[config.mk]
export PLATFORM = sky130hd
export DESIGN_NAME = write_back_slice_accum
export DESIGN_NICKNAME = d
export VERILOG_FILES = /design/src/rtl/write_back_slice_accum.sv
export SDC_FILE = /design/constraint.sdc
export NUM_CORES = 1
export LEC_CHECK = 0
export ABC_CLOCK_PERIOD_IN_PS = 3800
export BUFFER_PORTS_ARGS = -buffer_cell sky130_fd_sc_hd__buf_2
export CAP_MARGIN = 30
export CORE_ASPECT_RATIO = 1.1
export CORE_MARGIN = 4
export CORE_UTILIZATION = 35
export DETAILED_ROUTE_END_ITERATION = 6
export PLACE_DENSITY = 0.56
export SYNTH_ARGS = -nofsm -noshare
export SYNTH_HDL_FRONTEND = slang
export SYNTH_SLANG_ARGS = --single-unit
[constraint.sdc]
create_clock -name clk -period 3.8 [get_ports clk]
set_input_delay 0.19 -clock clk [delete_from_list [all_inputs] [get_ports clk]]
set_output_delay 0.19 -clock clk [all_outputs]
set_load 0.01 [all_outputs]
[src/rtl/write_back_slice_accum.sv]
// ============================================================================
// Module   : write_back_slice_accum
// Brief    : Accumulates bit, part-select and member writes into an 8-bit
//            shadow and publishes it as a {hi,lo} pair through a valid/ready
//            output register.
// Revision : 1.0
// ============================================================================
`default_nettype none

module write_back_slice_accum #(
   parameter int unsigned COUNT_W   = 4,
   parameter logic [7:0]  CLEAR_VAL = 8'h00
) (
   input  logic               clk,
   input  logic               rst_n,
   input  logic               in_valid,
   output logic               in_ready,
   input  logic [1:0]         op,
   input  logic [2:0]         idx,
   input  logic [7:0]         data,
   input  logic               commit,
   output logic               out_valid,
   input  logic               out_ready,
   output logic [7:0]         out_data,
   output logic [COUNT_W-1:0] out_count
);

   typedef enum logic [0:0] {
      ACCUM = 1'b0,
      HOLD  = 1'b1
   } state_t;

   localparam logic [1:0] OP_CLEAR = 2'b00;
   localparam logic [1:0] OP_BIT   = 2'b01;
   localparam logic [1:0] OP_PART  = 2'b10;
   localparam logic [1:0] OP_MEMB  = 2'b11;

   localparam logic [COUNT_W-1:0] CNT_MAX = '1;
   localparam logic [COUNT_W-1:0] CNT_ONE = COUNT_W'(1);

   state_t               state_q, state_d;
   logic [7:0]           shadow_q, shadow_d;
   logic [COUNT_W-1:0]   wcount_q, wcount_d;
   logic                 out_valid_q, out_valid_d;
   logic [7:0]           out_data_q, out_data_d;
   logic [COUNT_W-1:0]   out_count_q, out_count_d;

   logic [7:0]           merged;
   logic [COUNT_W-1:0]   wcount_upd;
   logic                 accept;
   logic                 unused_data_hi;

   assign unused_data_hi = ^data[7:4];

   // A pending, unaccepted word also blocks input so a commit can never
   // overwrite it, even in the cycle before the state register reaches HOLD.
   assign in_ready  = (state_q == ACCUM) && !(out_valid_q && !out_ready);
   assign accept    = in_valid && in_ready;
   assign out_valid = out_valid_q;
   assign out_data  = out_data_q;
   assign out_count = out_count_q;

   always_comb begin
      merged     = shadow_q;
      wcount_upd = (wcount_q == CNT_MAX) ? wcount_q : wcount_q + CNT_ONE;
      unique case (op)
         OP_CLEAR: begin
            merged     = CLEAR_VAL;
            wcount_upd = '0;
         end
         OP_BIT: merged[idx] = data[0];
         OP_PART: begin
            merged[idx] = data[0];
            // The upper bit of a pair starting at bit 7 falls off the word.
            if (idx != 3'd7) begin
               merged[idx + 3'd1] = data[1];
            end
         end
         OP_MEMB: begin
            if (idx[0]) begin
               merged[7:4] = data[3:0];
            end else begin
               merged[3:0] = data[3:0];
            end
         end
         default: merged = shadow_q;
      endcase
   end

   always_comb begin
      state_d     = state_q;
      shadow_d    = shadow_q;
      wcount_d    = wcount_q;
      out_valid_d = out_valid_q;
      out_data_d  = out_data_q;
      out_count_d = out_count_q;

      if (accept && commit) begin
         out_data_d  = merged;
         out_count_d = wcount_upd;
         out_valid_d = 1'b1;
         shadow_d    = CLEAR_VAL;
         wcount_d    = '0;
      end else begin
         if (accept) begin
            shadow_d = merged;
            wcount_d = wcount_upd;
         end
         if (out_ready) begin
            out_valid_d = 1'b0;
         end
      end

      unique case (state_q)
         ACCUM: if (out_valid_q && !out_ready && !(accept && commit)) state_d = HOLD;
         HOLD:  if (out_ready) state_d = ACCUM;
         default: state_d = ACCUM;
      endcase
   end

   always_ff @(posedge clk) begin
      if (!rst_n) begin
         state_q     <= ACCUM;
         shadow_q    <= CLEAR_VAL;
         wcount_q    <= '0;
         out_valid_q <= 1'b0;
         out_data_q  <= 8'h00;
         out_count_q <= '0;
      end else begin
         state_q     <= state_d;
         shadow_q    <= shadow_d;
         wcount_q    <= wcount_d;
         out_valid_q <= out_valid_d;
         out_data_q  <= out_data_d;
         out_count_q <= out_count_d;
      end
   end

endmodule

`default_nettype wire

# [Yosys cells after proc, flatten, opt, wreduce, memory -nomap -nowiden]
# Index checks and enable logic that the tools add are counted.
[op_classes] bitwise=2 addsub=2 magnitude_cmp=4 n_reduce_logical=13 mux=17 n_eq_ne=5
[ops] operator="one-hot mux 8 bit (4 select lines)" n=1
[ops] operator="bitwise mux 8 bit" n=2
[ops] operator="two-way mux 4 bit" n=4
[ops] operator="less-than comparator 3 x 4 -> 1 bit (second input constant)" n=2
[ops] operator="two-way mux 8 bit" n=1
[ops] operator="logical AND 1 bit" n=7
[ops] operator="demux 1 bit (select 3 bit)" n=2
[ops] operator="greater-or-equal comparator 3 x 1 -> 1 bit (second input constant)" n=2
[ops] operator="two-way mux 1 bit" n=6
[ops] operator="adder 4 x 1 -> 4 bit (second input constant)" n=1
[ops] operator="equality test 2 bit (second input constant)" n=2
[ops] operator="equality test 4 bit (second input constant)" n=1
[ops] operator="adder 3 x 1 -> 3 bit (second input constant)" n=1
[ops] operator="zero test 1 bit" n=3
[ops] operator="!= test 3 bit (second input constant)" n=1
[ops] operator="equality test 2 x 1 -> 1 bit (second input constant)" n=1
[ops] operator="zero test 2 bit" n=1
[ops] operator="inverter 1 bit" n=2
[ops] operator="one-hot mux 1 bit (2 select lines)" n=1
[ops] operator="nonzero test 2 bit" n=1
[ops] operator="OR reduction 2 bit" n=1
[word_totals] inputBits=18 register_bits=26

# [Depth between registers and ports, before layout]
[logic_depth] word_depth=10 depth_mapped=8

# [Worst setup path before layout]
# Ideal clock, no wire load.
[synth_path] kind="input-to-reg" startpoint="input port idx[0]" endpoint="register shadow_q[1]" setup_time_ns=0.135 cell_stages=8 path_slack_ns=2.005 t_arrival_ns=1.660 path_buffers=1 cell_sequence="ha_1 -> ha_1 -> buf_2 -> or3_1 -> o31a_1 -> a21oi_1 -> o22a_1 -> a21oi_1"
[synth_between] elab_chain_len=8
[synth_lines] item="start, declared" line="19" rtl="input logic [2:0] idx,"
[synth_lines] item="adder 3 x 1 -> 3 bit, or another cell as far along" line="76" rtl="merged[idx + 3'd1] = data[1];"
[synth_lines] item="less-than comparator 3 x 4 -> 1 bit (implied by the code), or another cell as far along" line="76"
[synth_lines] item="logical AND 1 bit (implied by the code) / two-way mux 1 bit (equally long branches)" line="76, 71, 73"
[synth_lines] item="two-way mux 1 bit (implied by the code) / demux 1 bit (select 3 bit) (equally long branches)" line="76, 71, 73"
[synth_lines] item="demux 1 bit (select 3 bit) / bitwise mux 8 bit (equally long branches)" line="76, 71, 73"
[synth_lines] item="bitwise mux 8 bit" line="76"
[synth_lines] item="two-way mux 8 bit" line="75" rtl="if (idx != 3'd7) begin"
[synth_lines] item="one-hot mux 8 bit (4 select lines) (*)" line="66" rtl="unique case (op)"
[synth_lines] item="end signal, assigned" line="131" rtl="shadow_q <= shadow_d;"
[synth_lines] item="end, declared" line="42" rtl="logic [7:0] shadow_q, shadow_d;"
# Mark *: on every way between the ends. The rest lies on a longest branch, timed or not.
# A chain may end at the register's enable or synchronous reset.

# [Final worst setup path]
# Same ends and word-level chain as after synthesis.

==> reports/summary.md <==
## Drt
* per-cell routed wire length: 13.9 um
* drc violations: 0
* via count: 1,522
* Final ANT Viol Nets: 0
* Pre-Repair DR Iteration Count: 5
* Vias/cell: 5.42
* DRC marker count from the first detailed-route iteration: 137
* Total Routed Length: 3900 um

## Cells and area
* Area growth, synth to finish: 10.0%
* final cell count without fillers: 281
* core occupancy in the finished layout: 0.404
* post-route cell area: 1890 sq um
* fraction of layout instances using a drive strength above 1: 0.204
* most common cell after layout, fill and taps aside: buf_2
* commonest non-fill, non-tap cells in the layout: 27 x buf_2, 26 x nand2_1, 26 x dfxtp_1, 19 x a21oi_1, 14 x o21ai_0
* antenna diode instance count: 0
* net count of the finished layout: 249

## Worst setup path
* required time at the endpoint of the critical path: 3.95 ns
* crit start category: primary input
* critical setup path kind: in2reg
* kind of end point of the critical path: flop
* worst endpoint data arrival time: 2.27 ns
* R2R cell count: 6
* crit-path max FO: 30

## Clock network
* worst-case clock buffer depth: 2
* CTS H-tree depth: 1
* number of resized instances in the post-cts repair step: 0
* Worst-path clk slew: 0.08 ns
* clock latency of the later-clocked register in the worst-skew pair: 0.27 ns
* TritonCTS buffer count: 3
* clk root buf: clkbuf_8
* TritonCTS clock tree: yes
* sinks on the clock net: 26
* number of setup buffers added after CTS: 0
* hold-fix buffers at CTS: 0

## Placed design
* Placed Area: 1850 sq um
* final weighted congestion in routability-driven placement: 0.759
* count of input and output buffers: 27
* placed wire-length estimate after detailed placement: 2790 um
* cell count after placement: 278

## Synth
* simple-gate share of the synthesized area: 0.240
* count of warnings emitted by yosys: 0
* Seq/Total Area, Yosys: 0.303
* post-synthesis instance total: 207
* net count after synthesis: 229
* distinct cell type count of the synthesized netlist: 49
* Post-synth EDFFs: 0
* async set-or-reset flop fraction in the synthesized netlist: 0
* mux contribution to synthesized area: 0.104
* largest family of logic cells by synthesized area: compound AO/OA/AOI/OAI gates
* cell area after synthesis: 1720 sq um
* Post-synth top flop: dfxtp_1
* XOR/XNOR Fraction of Synth Area: 0.00509
* post-synthesis area per instance: 8.31 sq um
* post-synthesis adder-cell area fraction: 0.0291
* flip-flop and latch count after synthesis: 26
* complex-gate fraction of the synthesized area: 0.267

## STA
* Final Setup Violations: 0
* final total negative setup slack: 0 ns
* Rel. slew slack: 0.462
* final number of hold-violating endpoints: 0
* final critical delay including setup and external delays: 2.12 ns
* Worst Hold Margin: 0.0953 ns
* total count of max-transition violations in the final report: 0
* Fmax: 0.472 GHz
* final period utilization: 0.557
* setup repair after global routing missed its margin: no
* skew final: 0.00117 ns
* actual transition at the worst max-transition pin: 0.802 ns

## Global routing
* largest net degree at the start of global routing: 31
* number of antenna violations at the first check in global routing: 0
* via count of the first global-routing pass: 1,403
* total congestion overflow: 0
* gr usage total: 0.136
* wire length of the first global-routing pass: 6550 um

## Run status
* run status: completed

## Flow run
* MaxCap Viol Count: 0

## Power
* peak ir drop on the vdd network: 154 uV
* leak pwr: 0.742 nW
* Power Density: 309 nW/um^2

## Die
* Die Y: 81.5 um
* number of placement rows: 26
* Die Footprint: 6100 sq um
* standard cell core area: 4680 sq um
* number of top-level pins: 32
* die outline width: 74.8 um
* effective utilization at floorplan: 0.367

## Worst hold path
* number of cells on the worst hold path: 2
* path class of the lowest-slack min-delay path: in2reg

==> final timing paths <==
kind,from,to,slack (ns)
setup / recovery,idx[0],shadow_q[1]$_SDFFE_PP0P_,1.68
hold / removal,out_ready,state_q$_SDFF_PN0_,0.1
setup reg to reg,out_valid$_SDFFE_PN0P_,shadow_q[2]$_SDFFE_PP0P_,1.83
hold reg to reg,out_data[5]$_SDFFE_PN0P_,out_data[5]$_SDFFE_PN0P_,0.45
==> where the power goes <==
group,switching [mW],internal (mW)
Clock,0.0823,0.0711
Sequential,0.00930,0.284
Combinational,0.0796,0.0578
Total,0.171,0.413
==> Yosys cell counts (3+ instances only) <==
master	instances	area, sq um
dfxtp_1	26	521
nand2_1	26	97.6
a21oi_1	19	95.1
o21ai_0	14	70.1
nor2_1	12	45.0
mux2i_1	10	100
nand3_1	6	30.0
o21ai_1	6	30.0
buf_2	5	25.0
nand2b_1	5	31.3
clkbuf_1	4	15.0
ha_1	4	50.1
mux2_1	4	45.0
nor3_1	4	20.0
nor3b_1	4	30.0
o21a_1	4	30.0
o32a_1	4	40.0
buf_6	3	33.8
mux2_2	3	33.8
nor2b_1	3	18.8
==> area by class of cell <==
cell class | count | area, sq um
Clock buffer | 3 | 41.3
Inverter | 2 | 7.51
Multi-Input combinational cell | 166 | 1110
Fill cell | 508 | 2790
Sequential cell | 26 | 520
Tap cell | 56 | 70.1
Timing Repair Buffer | 28 | 143
==> flip-flops by register name, summed over array words and instances, names as in the netlist <==
signal,flops
out_count,4
out_data,8
out_valid,1
shadow_q,8
state_q,1
wcount_q,4
==> routing by layer <==
metal | track usage | part of all wire
met1 | 0.185 | 0.49
met2 | 0.217 | 0.46
met3 | 0.0184 | 0.032
met4 | 0.0480 | 0.014
met5 | 0 | 0
==> kinds of logic after synthesis <==
| family | count (synthesis) |
|---|---|
| simple gates | 75 |
| mux | 17 |
| flops | 26 |
| buf+inv | 15 |
| compound gates | 69 |
| fa+ha+maj | 4 |
| xor+xnor | 1 |
==> per-stage QoR <==
stage                     worst slack (ns)  total power [mW]
after CTS                             1.69             0.593
after global placement                1.41             0.438
after floorplan                       2.00             0.404
final                                 1.68             0.584
after global routing                  1.47             0.619
after detailed placement              1.40             0.438
==> worst max-delay path, cell delays in order <==
cell	delay [ns]
buf_2	0.48
ha_1	0.28
ha_1	0.29
or3_1	0.40
o31a_1	0.26
a21oi_1	0.11
o22a_1	0.18
a21oi_1	0.07
Note: power is estimated with default switching activity, not from simulation.
